**config.mk**
```make
export PLATFORM = sky130hd
export DESIGN_NAME = vx_dcache_req_arb
export DESIGN_NICKNAME = d
export VERILOG_FILES = /design/src/rtl/vx_dcache_req_arb.sv
export SDC_FILE = /design/constraint.sdc
export NUM_CORES = 2
export LEC_CHECK = 0
export ABC_CLOCK_PERIOD_IN_PS = 14800
export CAP_MARGIN = 20
export CORE_AREA = 2 2 567 569
export DETAILED_ROUTE_END_ITERATION = 10
export DIE_AREA = 0 0 569 571
export HOLD_SLACK_MARGIN = 0.03
export PLACE_DENSITY = 0.53
export SYNTH_ARGS = -nofsm -noshare
export SYNTH_HDL_FRONTEND = slang
export SYNTH_SLANG_ARGS = --single-unit
```
**constraint.sdc**
```tcl
create_clock -name clk -period 14.8 [get_ports clk]
set_input_delay 2.96 -clock clk [delete_from_list [all_inputs] [get_ports clk]]
set_output_delay 2.96 -clock clk [all_outputs]
set_load 0.005 [all_outputs]
```
**src/rtl/vx_dcache_req_arb.sv**
```systemverilog
// vx_dcache_req_arb: merges NUM_INPUTS request bundles onto one NUM_REQS-lane
// dcache request port. Each input has its own bundle FIFO. Non-empty FIFOs are
// served round-robin. The winning input index is prepended to the tag so the
// response path can route the reply back to the right requester.
// Optional: define VX_DCACHE_REQ_ARB_PERF_EN to add stall/bundle counters.

// Per-input bundle FIFO; storage is left unreset, only pointers/occupancy reset.
module vx_dcache_req_arb_fifo #(
  parameter int W     = 8,
  parameter int DEPTH = 2
) (
  input  logic         clk,
  input  logic         reset,
  input  logic         i_push,
  input  logic         i_pop,
  input  logic [W-1:0] i_data,
  output logic [W-1:0] o_data,
  output logic         o_empty,
  output logic         o_full
);
  localparam int AW = $clog2(DEPTH);

  logic [W-1:0]  r_mem [DEPTH];
  logic [AW-1:0] r_wp, r_rp;
  logic [AW:0]   r_cnt;

  // pointer and occupancy tracking
  always_ff @(posedge clk or negedge reset) begin
    if (!reset) begin
      r_wp  <= '0;
      r_rp  <= '0;
      r_cnt <= '0;
    end else begin
      if (i_push) r_wp <= r_wp + 1'b1;
      if (i_pop)  r_rp <= r_rp + 1'b1;
      case ({i_push, i_pop})
        2'b10:   r_cnt <= r_cnt + 1'b1;
        2'b01:   r_cnt <= r_cnt - 1'b1;
        default: r_cnt <= r_cnt;
      endcase
    end
  end

  // bundle storage
  always_ff @(posedge clk) begin
    if (i_push) r_mem[r_wp] <= i_data;
  end

  assign o_data  = r_mem[r_rp];
  assign o_empty = (r_cnt == '0);
  assign o_full  = (r_cnt == (AW+1)'(DEPTH));
endmodule

module vx_dcache_req_arb #(
  parameter int NUM_INPUTS   = 4,
  parameter int NUM_REQS     = 4,
  parameter int WORD_SIZE    = 4,
  parameter int ADDR_WIDTH   = 30,
  parameter int TAG_IN_WIDTH = 8,
  parameter int BUF_DEPTH    = 2,
  localparam int SEL_BITS      = (NUM_INPUTS > 1) ? $clog2(NUM_INPUTS) : 1,
  localparam int TAG_OUT_WIDTH = TAG_IN_WIDTH + SEL_BITS
) (
  input  logic                                         clk,
  input  logic                                         reset,
  input  logic [NUM_INPUTS-1:0]                        in_valid,
  input  logic [NUM_INPUTS*NUM_REQS-1:0]               in_lane_mask,
  input  logic [NUM_INPUTS*NUM_REQS-1:0]               in_rw,
  input  logic [NUM_INPUTS*NUM_REQS*WORD_SIZE-1:0]     in_byteen,
  input  logic [NUM_INPUTS*NUM_REQS*ADDR_WIDTH-1:0]    in_addr,
  input  logic [NUM_INPUTS*NUM_REQS*WORD_SIZE*8-1:0]   in_data,
  input  logic [NUM_INPUTS*TAG_IN_WIDTH-1:0]           in_tag,
  output logic [NUM_INPUTS-1:0]                        in_ready,
  output logic [NUM_REQS-1:0]                          out_valid,
  output logic [NUM_REQS-1:0]                          out_rw,
  output logic [NUM_REQS*WORD_SIZE-1:0]                out_byteen,
  output logic [NUM_REQS*ADDR_WIDTH-1:0]               out_addr,
  output logic [NUM_REQS*WORD_SIZE*8-1:0]              out_data,
  output logic [NUM_REQS*TAG_OUT_WIDTH-1:0]            out_tag,
`ifdef VX_DCACHE_REQ_ARB_PERF_EN
  output logic [63:0]                                  perf_stall_cycles,
  output logic [63:0]                                  perf_bundles,
`endif
  input  logic [NUM_REQS-1:0]                          out_ready
);
  // bundle entry layout: {tag, data, addr, byteen, rw, mask}
  localparam int MASK_LO = 0;
  localparam int RW_LO   = MASK_LO + NUM_REQS;
  localparam int BE_LO   = RW_LO + NUM_REQS;
  localparam int AD_LO   = BE_LO + NUM_REQS*WORD_SIZE;
  localparam int DA_LO   = AD_LO + NUM_REQS*ADDR_WIDTH;
  localparam int TG_LO   = DA_LO + NUM_REQS*WORD_SIZE*8;
  localparam int ENT_W   = TG_LO + TAG_IN_WIDTH;

  typedef enum logic {S_IDLE, S_HOLD} state_t;

  state_t                               r_state;
  logic [NUM_REQS-1:0]                  r_sent;
  logic [SEL_BITS-1:0]                  r_rr, r_cur_sel;

  logic [NUM_INPUTS-1:0][ENT_W-1:0]     w_din, w_head;
  logic [NUM_INPUTS-1:0]                w_push, w_pop, w_empty, w_full;
  logic [ENT_W-1:0]                     w_ent;
  logic [SEL_BITS-1:0]                  w_grant, w_hi, w_lo, w_sel;
  logic                                 w_hi_any, w_any, w_act, w_done;
  logic [NUM_REQS-1:0]                  w_mask, w_acc;

  // ready is gated by reset so nothing is accepted while held in reset
  assign in_ready = ~w_full & {NUM_INPUTS{reset}};

  for (genvar i = 0; i < NUM_INPUTS; i++) begin : g_in
    // zero-mask bundles are accepted but dropped here
    assign w_push[i] = in_valid[i] & in_ready[i] & (|in_lane_mask[i*NUM_REQS +: NUM_REQS]);
    assign w_din[i]  = {in_tag[i*TAG_IN_WIDTH +: TAG_IN_WIDTH],
                        in_data[i*NUM_REQS*WORD_SIZE*8 +: NUM_REQS*WORD_SIZE*8],
                        in_addr[i*NUM_REQS*ADDR_WIDTH +: NUM_REQS*ADDR_WIDTH],
                        in_byteen[i*NUM_REQS*WORD_SIZE +: NUM_REQS*WORD_SIZE],
                        in_rw[i*NUM_REQS +: NUM_REQS],
                        in_lane_mask[i*NUM_REQS +: NUM_REQS]};
    vx_dcache_req_arb_fifo #(.W(ENT_W), .DEPTH(BUF_DEPTH)) u_fifo (
      .clk     (clk),
      .reset   (reset),
      .i_push  (w_push[i]),
      .i_pop   (w_pop[i]),
      .i_data  (w_din[i]),
      .o_data  (w_head[i]),
      .o_empty (w_empty[i]),
      .o_full  (w_full[i])
    );
  end

  // round-robin pick: lowest non-empty index >= rr, else lowest non-empty overall
  always_comb begin
    w_hi     = '0;
    w_lo     = '0;
    w_hi_any = 1'b0;
    w_any    = 1'b0;
    for (int j = NUM_INPUTS-1; j >= 0; j--) begin
      if (!w_empty[j]) begin
        w_lo  = SEL_BITS'(j);
        w_any = 1'b1;
        if (SEL_BITS'(j) >= r_rr) begin
          w_hi     = SEL_BITS'(j);
          w_hi_any = 1'b1;
        end
      end
    end
    w_grant = w_hi_any ? w_hi : w_lo;
  end

  // grant is frozen while a bundle is partially sent
  assign w_sel = (r_state == S_HOLD) ? r_cur_sel : w_grant;
  assign w_act = (r_state == S_HOLD) | w_any;

  // head mux and retire pop
  always_comb begin
    w_ent = '0;
    w_pop = '0;
    for (int j = 0; j < NUM_INPUTS; j++) begin
      if (SEL_BITS'(j) == w_sel) begin
        w_ent    = w_head[j];
        w_pop[j] = w_done;
      end
    end
  end

  assign w_mask     = w_ent[MASK_LO +: NUM_REQS];
  assign out_valid  = w_act ? (w_mask & ~r_sent) : '0;
  assign w_acc      = out_valid & out_ready;
  assign w_done     = w_act & ((r_sent | w_acc) == w_mask);
  assign out_rw     = w_ent[RW_LO +: NUM_REQS];
  assign out_byteen = w_ent[BE_LO +: NUM_REQS*WORD_SIZE];
  assign out_addr   = w_ent[AD_LO +: NUM_REQS*ADDR_WIDTH];
  assign out_data   = w_ent[DA_LO +: NUM_REQS*WORD_SIZE*8];

  for (genvar l = 0; l < NUM_REQS; l++) begin : g_tag
    assign out_tag[l*TAG_OUT_WIDTH +: TAG_OUT_WIDTH] = {w_sel, w_ent[TG_LO +: TAG_IN_WIDTH]};
  end

  // IDLE/HOLD control: retire on full coverage, otherwise hold and track sent lanes
  always_ff @(posedge clk or negedge reset) begin
    if (!reset) begin
      r_state   <= S_IDLE;
      r_sent    <= '0;
      r_rr      <= '0;
      r_cur_sel <= '0;
    end else if (w_done) begin
      r_state <= S_IDLE;
      r_sent  <= '0;
      r_rr    <= (w_sel == SEL_BITS'(NUM_INPUTS-1)) ? '0 : w_sel + 1'b1;
    end else if (w_act) begin
      r_state   <= S_HOLD;
      r_cur_sel <= w_sel;
      r_sent    <= r_sent | w_acc;
    end
  end

`ifdef VX_DCACHE_REQ_ARB_PERF_EN
  logic w_stall;
  assign w_stall = |(out_valid & ~out_ready);

  // saturating performance counters
  always_ff @(posedge clk or negedge reset) begin
    if (!reset) begin
      perf_stall_cycles <= '0;
      perf_bundles      <= '0;
    end else begin
      if (w_stall && (perf_stall_cycles != '1)) perf_stall_cycles <= perf_stall_cycles + 1'b1;
      if (w_done && (perf_bundles != '1))       perf_bundles      <= perf_bundles + 1'b1;
    end
  end
`endif
endmodule

```
==> impl_metrics.ini <==
[outcome]
status = complete, no violations

[routing]
wl_per_cell_um = 31.0
drc_errors = 0
drt-vias-per-instance = 4.87
dr.pass1.iters = 7
ant_nets = 0
drt_iter0_markers = 4929
drt_wl_total_um = 339000
num_vias = 53300

[timing]
rsz0062_at_grt = false
fin_ws_ns = 5.02
fin_crit_sh_pct = 66.1
final_max_slew_viol_count = 0
slew_headroom_pct = 20.1
fin_tns_setup_ns = 0
worst_pin_slew_ns = 1.20
fmax_mhz = 102
hold_slack_ns = 0.502
finalHoldViolations = 0
setup_violations = 0
fin_skew_ns = 0.0390
layout_min_cycle_time_ns = 9.78

[yosys]
ys_ff_latch = 2265
ys_seq_area_share_pct = 77.4
netlist_area_um2 = 87700
synth_edf_count = 2240
synthCells = 4974
yosys_warnings = 0
synthArstFlopShare_pct = 1.10
yosys.area.top_type_share_pct = 76.7
synth.area.top_cells = edfxtp_1 77%, mux2i_1 13%, a21oi_1 3.2%, o221ai_1 2.8%, nand2_1 1.2%
avgSynthCellArea_um2 = 17.6
synth.distinct_cells = 46
syn_nets = 6112
ys.flop_type = edfxtp_1
yosys.area.top_type = edfxtp_1

[clock_tree]
cts_resized = 0
hold_buffers = 0
clock-sinks = 2265
clockBufferDepth = 4
htreeDepth = 5
numCtsBuffers = 266
post_cts_buffers = 0
root_buffer = clkbuf_16
cts_tree = yes
cts.clk_slew.worst_paths_ns = 0.06
worstSkewPairLatency_ns = 0.86

[placement]
preCtsSetupSlack_ns = 5.87
dp_hpwl_um = 237000
port_buffers = 1445
routabilityCongestion = 0.880

[global_route]
grt_max_degree = 157
overflow = 0
grt_pass1_wl_um = 451000
track_usage_pct = 20.0
first_global_vias = 53900
antenna_found_initial = 211

[worst_setup_path]
crit_arrival_ns = 6.82
reg2reg_depth = 16
crit_fanout = 67
r2r_setup_slack_ns = 8.79
r2r-start = g_in[2].u_fifo.r_cnt[0]
path_class = reg -> out
r2r-end = g_in[0].u_fifo.r_cnt[1]
endpoint_kind = output pin
worstPathRequired_ns = 11.84
startpoint_type = flop

[pwr]
power_density_nw_per_um2 = 207
p_int_mw = 15.4
finalPower_mw = 24.0
p_clk_share_pct = 27.1
power_leakage_nw = 38.5
p_comb_share_pct = 38.6
peakVddDrop_v = 0.000123
seqPwrFrac_pct = 34.2
switching_share_pct = 35.5
p_sw_mw = 8.51

[floorplanning]
dieWidth_um = 569
core_area_um2 = 319000
pin_count = 1446
fp.dieArea_um2 = 325000
rows = 208
initial_core_util_pct = 27.5
die-height_um = 571

[final_layout]
final_cell_mix = 2240 x edfxtp_1, 1445 x clkdlybuf4s50_1, 1118 x mux2i_1
nets = 7582
drive_gt1_share_pct = 7.39
areaGrowthSynthToFinish_pct = 32.1
fillers = 29800
final_common_cell = edfxtp_1

[hold_path]
worstHoldPathCells = 1
hp-start = g_in[2].u_fifo.r_cnt[1]
hold_path_end = g_in[2].u_fifo.r_cnt[1]
hold_path.class = reg -> reg

[job]
drv_cap = 0
power by group through the flow:
| stage | Combinational, mW | Clock [mW] | Sequential (mW) |
|---|---|---|---|
| final | 9.25 | 6.50 | 8.20 |
| after floorplan | 4.33 | 0 | 8.58 |
| after global placement | 9.37 | 0 | 8.32 |
| after global routing | 9.76 | 6.89 | 8.27 |
| after CTS | 9.44 | 6.63 | 8.21 |
| after detailed placement | 9.39 | 0 | 8.34 |
sequential cells by signal (all words and copies together), names as in the netlist:
name and count:
g_in.u_fifo.r_rp 4, r_cur_sel 2, g_in.u_fifo.r_mem 2240, g_in.u_fifo.r_wp 4
r_state 1, r_sent 4, g_in.u_fifo.r_cnt 8, r_rr 2
worst max-delay path by stage:
stage | cells after the start | end | slack (ns) | startpoint
after global placement | 12 | out_addr[59] | 6.01 | g_in[2].u_fifo.r_cnt[0]
after floorplan | 3 | g_in[3].u_fifo.r_mem[0][0] | -1.19 | reset
after detailed placement | 12 | out_addr[59] | 5.87 | g_in[2].u_fifo.r_cnt[0]
after CTS | 12 | out_addr[59] | 4.92 | g_in[2].u_fifo.r_cnt[0]
final | 13 | out_data[3] | 5.02 | g_in[2].u_fifo.r_cnt[0]
after global routing | 13 | out_data[3] | 4.62 | g_in[2].u_fifo.r_cnt[0]
synthesized netlist by cell type, types with 2 or more instances:
| cell | n |
|---|---|
| edfxtp_1 | 2240 |
| mux2i_1 | 1118 |
| a21oi_1 | 558 |
| nand2_1 | 282 |
| o221ai_1 | 279 |
| clkbuf_1 | 185 |
| buf_1 | 120 |
| buf_4 | 31 |
| dfrtp_1 | 25 |
| nor2_1 | 25 |
| inv_1 | 14 |
| xnor2_1 | 12 |
| ha_1 | 8 |
| xor2_1 | 8 |
| mux2_2 | 6 |
| or4_1 | 6 |
| buf_2 | 5 |
| nand3_1 | 5 |
| nor3_1 | 5 |
| a21boi_0 | 4 |
| o21ai_0 | 4 |
| and2_1 | 3 |
| nor2b_1 | 3 |
| a22oi_1 | 2 |
| and3_1 | 2 |
| nor4_2 | 2 |
| o31ai_1 | 2 |
| or2_2 | 2 |
metal layers:
metal	routed length, µm	share of wire [%]	track usage (%)	up-vias
met5	1400	0.41	0	-
met4	11900	3.5	7.38	216
met3	35200	10	8.09	647
met2	163000	48	33.3	2416
met1	127000	37	23.0	27100
li1	-	-	-	22900
per-stage QoR:
stage,area (µm²),utilization [%],std cells
after global placement,107000,33.5,10400
final,116000,36.3,10900
after detailed placement,107000,33.5,10400
after floorplan,87700,-,4974
after global routing,116000,36.2,10900
after CTS,116000,36.2,10800
critical path, stage by stage, from the launching register on:
cell	delay (ns)
dfrtp_1	0.42
nor2_1	0.39
o32ai_1	0.19
and2_1	0.20
o31ai_2	0.63
inv_1	0.23
ha_4	0.38
inv_8	0.47
buf_4	0.73
buf_4	0.73
o221ai_1	0.28
a21oi_1	0.18
a21oi_1	0.09
clkdlybuf4s50_1	0.70
kinds of logic (layout without fill, tap and decap cells):
family	Yosys count	count (layout)	share of synthesized area (%)
AO/OA/AOI/OAI	861	861	6.18
other	0	90	0
multiplexers	1124	1124	12.8
adder cells (fa/ha/maj)	8	8	0.114
flip-flops	2265	2265	77.4
XOR/XNOR	20	20	0.200
AND/OR/NAND/NOR	340	340	1.60
buffers and inverters	356	2029	1.66
area by class of cell:
| cell class | instances | area [µm²] | share of cell area, % |
|---|---|---|---|
| multi-input combinational | 2353 | 18500 | 15.9 |
| antenna | 90 | 225 | 0.194 |
| inverter | 15 | 71.3 | 0.0615 |
| clock inverter | 154 | 1630 | 1.41 |
| tap | 4200 | 5260 | 4.53 |
| sequential | 2265 | 67900 | 58.6 |
| clock buffer | 317 | 6930 | 5.98 |
| timing repair buffer | 1543 | 15400 | 13.3 |
No activity file was read; power rests on OpenSTA's default activity.
